===== config.mk =====
export PLATFORM = sky130hd
export DESIGN_NAME = mdu_iterative
export DESIGN_NICKNAME = d
export VERILOG_FILES = /design/src/rtl/mdu_iterative.sv
export SDC_FILE = /design/constraint.sdc
export NUM_CORES = 1
export LEC_CHECK = 0
export CAP_MARGIN = 20
export CELL_PAD_IN_SITES_DETAIL_PLACEMENT = 1
export CELL_PAD_IN_SITES_GLOBAL_PLACEMENT = 1
export CORE_MARGIN = 1
export CORE_UTILIZATION = 45
export CTS_CLUSTER_DIAMETER = 40
export DETAILED_ROUTE_END_ITERATION = 7
export GPL_TIMING_DRIVEN = 0
export PLACE_DENSITY_LB_ADDON = 0.12
export SLEW_MARGIN = 20
export SYNTH_ARGS = -nofsm -noshare
export SYNTH_HDL_FRONTEND = slang
export SYNTH_SLANG_ARGS = --single-unit

===== constraint.sdc =====
create_clock -name clk_i -period 4.95 [get_ports clk_i]
set_input_delay 0.495 -clock clk_i [delete_from_list [all_inputs] [get_ports clk_i]]
set_output_delay 0.495 -clock clk_i [all_outputs]
set_load 0.01 [all_outputs]

===== src/rtl/mdu_iterative.sv =====
// mdu_iterative: multi-cycle RV32M multiply/divide unit.
// Radix-2 shift-add / restoring divide with a fast path for corner cases.
module mdu_iterative #(
    parameter int WIDTH    = 32,
    parameter bit FAST_MUL = 1'b0
) (
    input  logic             clk_i,
    input  logic             rst_n_i,
    input  logic             valid_i,
    output logic             ready_o,
    input  logic [2:0]       op_i,
    input  logic [WIDTH-1:0] src_a_i,
    input  logic [WIDTH-1:0] src_b_i,
    input  logic             flush_i,
    output logic [WIDTH-1:0] result_o,
    output logic             valid_o,
    output logic             busy_o,
    output logic             zero_o
);

    localparam int CW = $clog2(WIDTH);
    localparam int DW = 2 * WIDTH;
    localparam logic [CW-1:0] LAST = CW'(WIDTH - 1);
    localparam logic [WIDTH-1:0] MIN_NEG = {1'b1, {(WIDTH-1){1'b0}}};
    localparam logic [WIDTH-1:0] ALL_ONES = {WIDTH{1'b1}};

    typedef enum logic [1:0] {
        S_IDLE,
        S_CALC,
        S_FIX
    } state_t;

    state_t state_q;
    state_t state_d;

    logic [CW-1:0]    cnt_q;
    logic [2:0]       op_q;
    logic             neg_q;
    logic [DW-1:0]    acc_q;
    logic [WIDTH-1:0] opnd_q;
    logic             pend_q;
    logic [WIDTH-1:0] pend_res_q;

    logic             accept;
    logic             a_sgn;
    logic             b_sgn;
    logic             sa;
    logic             sb;
    logic [WIDTH-1:0] mag_a;
    logic [WIDTH-1:0] mag_b;
    logic             neg_in;
    logic             div_zero;
    logic             ovf;
    logic [DW-1:0]    fast_prod;
    logic             fast_hit;
    logic [WIDTH-1:0] fast_res;

    logic [WIDTH:0]   mul_sum;
    logic [DW-1:0]    mul_next;
    logic [WIDTH:0]   div_part;
    logic [WIDTH:0]   div_trial;
    logic [DW-1:0]    div_next;
    logic [DW-1:0]    iter_next;
    logic [WIDTH-1:0] div_val;
    logic [WIDTH-1:0] fix_res;

    // Signed product correction and low/high half select.
    function automatic logic [WIDTH-1:0] mul_sel(
        input logic          lo,
        input logic          neg,
        input logic [DW-1:0] p
    );
        logic [DW-1:0] s;
        s = neg ? -p : p;
        return lo ? s[WIDTH-1:0] : s[DW-1:WIDTH];
    endfunction

    assign ready_o = (state_q == S_IDLE);
    assign busy_o  = ~ready_o;
    assign zero_o  = (result_o == '0);
    assign accept  = valid_i & ready_o & ~flush_i;

    // Operand signedness: divides signed for DIV/REM, multiplies per RV32M.
    assign a_sgn = op_i[2] ? ~op_i[0] : (op_i[1:0] != 2'b11);
    assign b_sgn = op_i[2] ? ~op_i[0] : ~op_i[1];
    assign sa    = a_sgn & src_a_i[WIDTH-1];
    assign sb    = b_sgn & src_b_i[WIDTH-1];
    assign mag_a = sa ? -src_a_i : src_a_i;
    assign mag_b = sb ? -src_b_i : src_b_i;

    // Remainder follows the dividend; everything else follows sa^sb.
    assign neg_in = (op_i[2] & op_i[1]) ? sa : (sa ^ sb);

    assign div_zero = (src_b_i == '0);
    assign ovf      = op_i[2] & ~op_i[0]
                    & (src_a_i == MIN_NEG)
                    & (src_b_i == ALL_ONES);

    assign fast_prod = DW'(mag_a) * DW'(mag_b);

    // Fast-path detection and its result value.
    always_comb begin
        fast_hit = 1'b0;
        fast_res = '0;
        if (op_i[2]) begin
            if (div_zero) begin
                fast_hit = 1'b1;
                fast_res = op_i[1] ? src_a_i : ALL_ONES;
            end else if (ovf) begin
                fast_hit = 1'b1;
                fast_res = op_i[1] ? '0 : MIN_NEG;
            end
        end else if (FAST_MUL) begin
            fast_hit = 1'b1;
            fast_res = mul_sel(op_i[1:0] == 2'b00, neg_in, fast_prod);
        end
    end

    // One radix-2 step: acc holds {high, low} of product or {rem, quo}.
    assign mul_sum  = {1'b0, acc_q[DW-1:WIDTH]}
                    + (acc_q[0] ? {1'b0, opnd_q} : '0);
    assign mul_next = {mul_sum, acc_q[WIDTH-1:1]};

    assign div_part  = acc_q[DW-1:WIDTH-1];
    assign div_trial = div_part - {1'b0, opnd_q};
    assign div_next  = div_trial[WIDTH]
                     ? {acc_q[DW-2:0], 1'b0}
                     : {div_trial[WIDTH-1:0], acc_q[WIDTH-2:0], 1'b1};

    assign iter_next = op_q[2] ? div_next : mul_next;

    // Sign correction and result select for the FIX state.
    always_comb begin
        div_val = op_q[1] ? acc_q[DW-1:WIDTH] : acc_q[WIDTH-1:0];
        fix_res = '0;
        if (op_q[2]) begin
            fix_res = neg_q ? -div_val : div_val;
        end else begin
            fix_res = mul_sel(op_q[1:0] == 2'b00, neg_q, acc_q);
        end
    end

    // State register.
    always_ff @(posedge clk_i or negedge rst_n_i) begin
        if (!rst_n_i) begin
            state_q <= S_IDLE;
        end else begin
            state_q <= state_d;
        end
    end

    // Next-state logic; flush overrides everything.
    always_comb begin
        state_d = state_q;
        if (flush_i) begin
            state_d = S_IDLE;
        end else begin
            unique case (state_q)
                S_IDLE: if (valid_i && !fast_hit) state_d = S_CALC;
                S_CALC: if (cnt_q == LAST) state_d = S_FIX;
                S_FIX:  state_d = S_IDLE;
                default: state_d = S_IDLE;
            endcase
        end
    end

    // Operand latch on accept and iterative datapath stepping.
    always_ff @(posedge clk_i or negedge rst_n_i) begin
        if (!rst_n_i) begin
            cnt_q  <= '0;
            op_q   <= '0;
            neg_q  <= 1'b0;
            acc_q  <= '0;
            opnd_q <= '0;
        end else if (accept && !fast_hit) begin
            cnt_q  <= '0;
            op_q   <= op_i;
            neg_q  <= neg_in;
            acc_q  <= {{WIDTH{1'b0}}, (op_i[2] ? mag_a : mag_b)};
            opnd_q <= op_i[2] ? mag_b : mag_a;
        end else if (state_q == S_CALC && !flush_i) begin
            acc_q <= iter_next;
            if (cnt_q != LAST) begin
                cnt_q <= cnt_q + CW'(1);
            end
        end
    end

    // Result register, completion pulse and pending fast-path result.
    always_ff @(posedge clk_i or negedge rst_n_i) begin
        if (!rst_n_i) begin
            result_o   <= '0;
            valid_o    <= 1'b0;
            pend_q     <= 1'b0;
            pend_res_q <= '0;
        end else begin
            valid_o <= 1'b0;
            pend_q  <= 1'b0;
            if (!flush_i) begin
                if (pend_q) begin
                    result_o <= pend_res_q;
                    valid_o  <= 1'b1;
                end
                if (state_q == S_FIX) begin
                    result_o <= fix_res;
                    valid_o  <= 1'b1;
                end
                if (accept && fast_hit) begin
                    pend_q     <= 1'b1;
                    pend_res_q <= fast_res;
                end
            end
        end
    end

endmodule


==> impl_results.md <==
- Hold_ws: a little under 0.5 ns
- CTS Buf Count: 17
- CP cell instances: clkbuf_1 -> inv_1 -> clkbuf_1 -> ha_1 -> or4b_4 -> and4bb_4 -> nand4b_4 -> or2_4 -> nand2b_1 -> nor2_1 -> mux2_2 -> a221oi_1 -> nor3_1
- Worst skew pair latency: ~0.48 ns
- DRC violations left: 0
- Syn avg cell area: 7.60 µm²
- Die X: 197 µm
- Fmax: 206 MHz
- Placeable Area: between 0.03 and 0.04 mm²
- Synth Net Count: 2397
- Drt pass-1 iters: 7
- Setup TNS: 0 ns
- Setup violators final: 0
- Final Critical Period: 4.84 ns
- Placed insts: 2872
- Pwr dens: 474 mW/mm²
- First-pass GRT wire length: between 100000 and 150000 µm
- CTS Root Cell: clkbuf_16
- Vias per Instance: between 6 and 7
- Post-synth EDFFs: 0
- Synth top area share: around a quarter
- Grt total ovfl: 0
- CP max stage delay: 0.65 ns
- Clock Sinks: between 150 and 200
- Vias: 19070
- Drt total wl: 81800 µm
- Cells after synthesis: 2253
- Post-route clock skew: just over 0.02 ns
- Critical Path End Type: register
- Leakage: 7.90 nW
- Max Fanout on Critical Path: 10
- Final Cell Area: 0.0195 mm²
- Largest net degree at the start of global routing: 82
- Synth cell count leaders: o21ai_0, nand2_1, nor2_1, dfrtp_1, a21oi_1
- Top cells by area, synth: dfrtp_1, o21ai_0, mux2i_1, nand2_1, xnor2_1
- Worst endpoint data arrival time: between 5 and 6 ns
- CTS tree: done
- Gr usage total: 42.2%
- Fin crit share: 97.9%
- Setup bufs post-CTS: 0
- Syn Std Cell Area: 0.0171 mm²
- CP Launch Type: register
- Post-synthesis mux area share: about 6.3%
- Pre-CTS WS: -0.727 ns
- I/O Pins: 107
- Most numerous cell in the Yosys netlist: o21ai_0
- Fin. max-slew vios: 0
- Die height: 197 µm
- Slew headroom: roughly a fifth
- Async SR Flop Fraction: 100%
- Final setup margin: approximately 0.11 ns
- Status: complete, no violations
- Clock transition at the registers of the reported paths: 0.07 ns
- Final Util: 51.9%
- Register area share after synthesis: 25.3%
- Slew @ Worst Pin: 1.21 ns
- Initial antenna violation count: 0
- Yosys reg bits: 173
- Post-placement cell area: 0.0189 mm²
- Dominant synthesized flop cell: dfrtp_1
- Final cell count without fillers: 2903
- Dominant cell type by area after synthesis: dfrtp_1
- Starting density of the core: 45.6%
- Yosys cell types: 93
- Post-DP HPWL: 65600 µm
- Largest family of logic cells by synthesized area: compound AO/OA/AOI/OAI gates
- Detailed Route Iter0 Violations: 1594
- Final-report hold violation count: 0
- Max Cap Viol: 0
- RSZ-0062 raised after global routing: yes
- Synth Area in XOR/XNOR: 9.87%
- Fin nets: ~2500
- H-tree levels: 4
- Total of warnings raised by yosys: 0
- Post-DRT Antenna Nets: 0
- Compound-Gate Fraction of Synth Area: around a quarter
- Power, Total: 9.24 mW
- Synth Area in Simple Gates: 21.6%
- CTS Buffer Depth: 2
- CP Class: reg -> reg
- Layout area overhead: 13.9%
- Final estimated routing congestion in global placement: 1.02
- Slowest CP cell: clkbuf_1
- Required time of the critical path: 5.27 ns
- Rows: slightly above 70
- Worst min-delay path category: reg -> reg
- Maximum vdd ir drop: 0.000336 V
- Cell repeated most along the worst path: clkbuf_1
- Die ar.: 0.0388 mm²
- Diodes inserted: 0
- Port Buffers: 105
- Number of global-route vias before repair: 19033
- Routed WL per cell: 28.2 µm
- Fraction of final layout cells sized beyond drive strength 1: 4.77%
- Post-Synth Adder-Cell Area: 5.42%
## final cells by class
type,instances,area [µm²]
multi-input cells,1846,11900
fillers,4751,18100
flip-flops and latches,173,4330
clock inverters,13,153
repair buffers,109,1130
plain buffers,171,714
clock buffers,18,429
inverters,62,233
well taps,511,639
## critical path, delay by kind of cell (launching register included)
family          cells  cell delay (ns)
compound gates      1             0.54
fa+ha+maj           1             0.39
buf+inv             3             1.12
mux                 1             0.35
simple gates        7             1.93
flops               1             0.37
## kinds of logic after synthesis
kind of cell,Yosys count
simple gates,768
flops,173
compound gates,706
xor+xnor,193
mux,106
buf+inv,234
fa+ha+maj,73
## registers in the layout, indices dropped and copies added (netlist names), 2 cells and up
| signal | flops |
|---|---|
| cnt_q | 5 |
| pend_res_q | 32 |
| op_q | 3 |
| opnd_q | 32 |
| acc_q | 64 |
| result_o | 32 |
| state_q | 2 |
## final timing paths
kind / depth (start not counted) / startpoint / slack, ns / endpoint
worst max-delay path: 13 / acc_q[0] / 0.11 / result_o[12]
worst min-delay path: 2 / opnd_q[18] / 0.49 / opnd_q[18]
worst max register to register: 13 / acc_q[0] / 0.11 / result_o[12]
worst min register to register: 2 / opnd_q[18] / 0.49 / opnd_q[18]
max in group asynchronous: 4 / rst_n_i / 3.34 / pend_res_q[26]
min in group asynchronous: 2 / rst_n_i / 0.51 / acc_q[58]
## power by group
part | switching [mW] | leakage, nW | internal (mW) | total (mW)
clock | 0.683 | 0.274 | 0.752 | 1.44
combinational | 3.81 | 5.37 | 2.02 | 5.83
sequential | 0.313 | 2.25 | 1.67 | 1.98
total | 4.81 | 7.90 | 4.43 | 9.24
## layout by cell type, fill, tap and decap left out, types with 88 or more instances in the layout
master           count
mux2i_1             97
a21oi_1            147
xor2_1              88
clkdlybuf4s50_1    104
dfrtp_1            173
nand2_1            255
o21ai_0            260
nor2_1             203
xnor2_1            105
clkbuf_1           130
## what timing repair did
action / CTS / global route
resized for setup: 1 / 4
hold buffers: 1 / 0
endpoints found under the setup margin: 8 / 8
pin swaps: 0 / 0
endpoints found under the hold margin: 43 / 0
## routing by layer
layer | vias to the layer above | routed length [µm] | share of wire, % | GRT usage (%)
li1 | 8445 | - | - | -
met3 | 188 | 6920 | 8.5 | 9.94
met2 | 821 | 36300 | 44 | 64.8
met5 | - | 0 | 0 | 0
met4 | 0 | 3690 | 4.5 | 19.2
met1 | 9616 | 34900 | 43 | 56.2
Power figures use the tool's default switching activity.
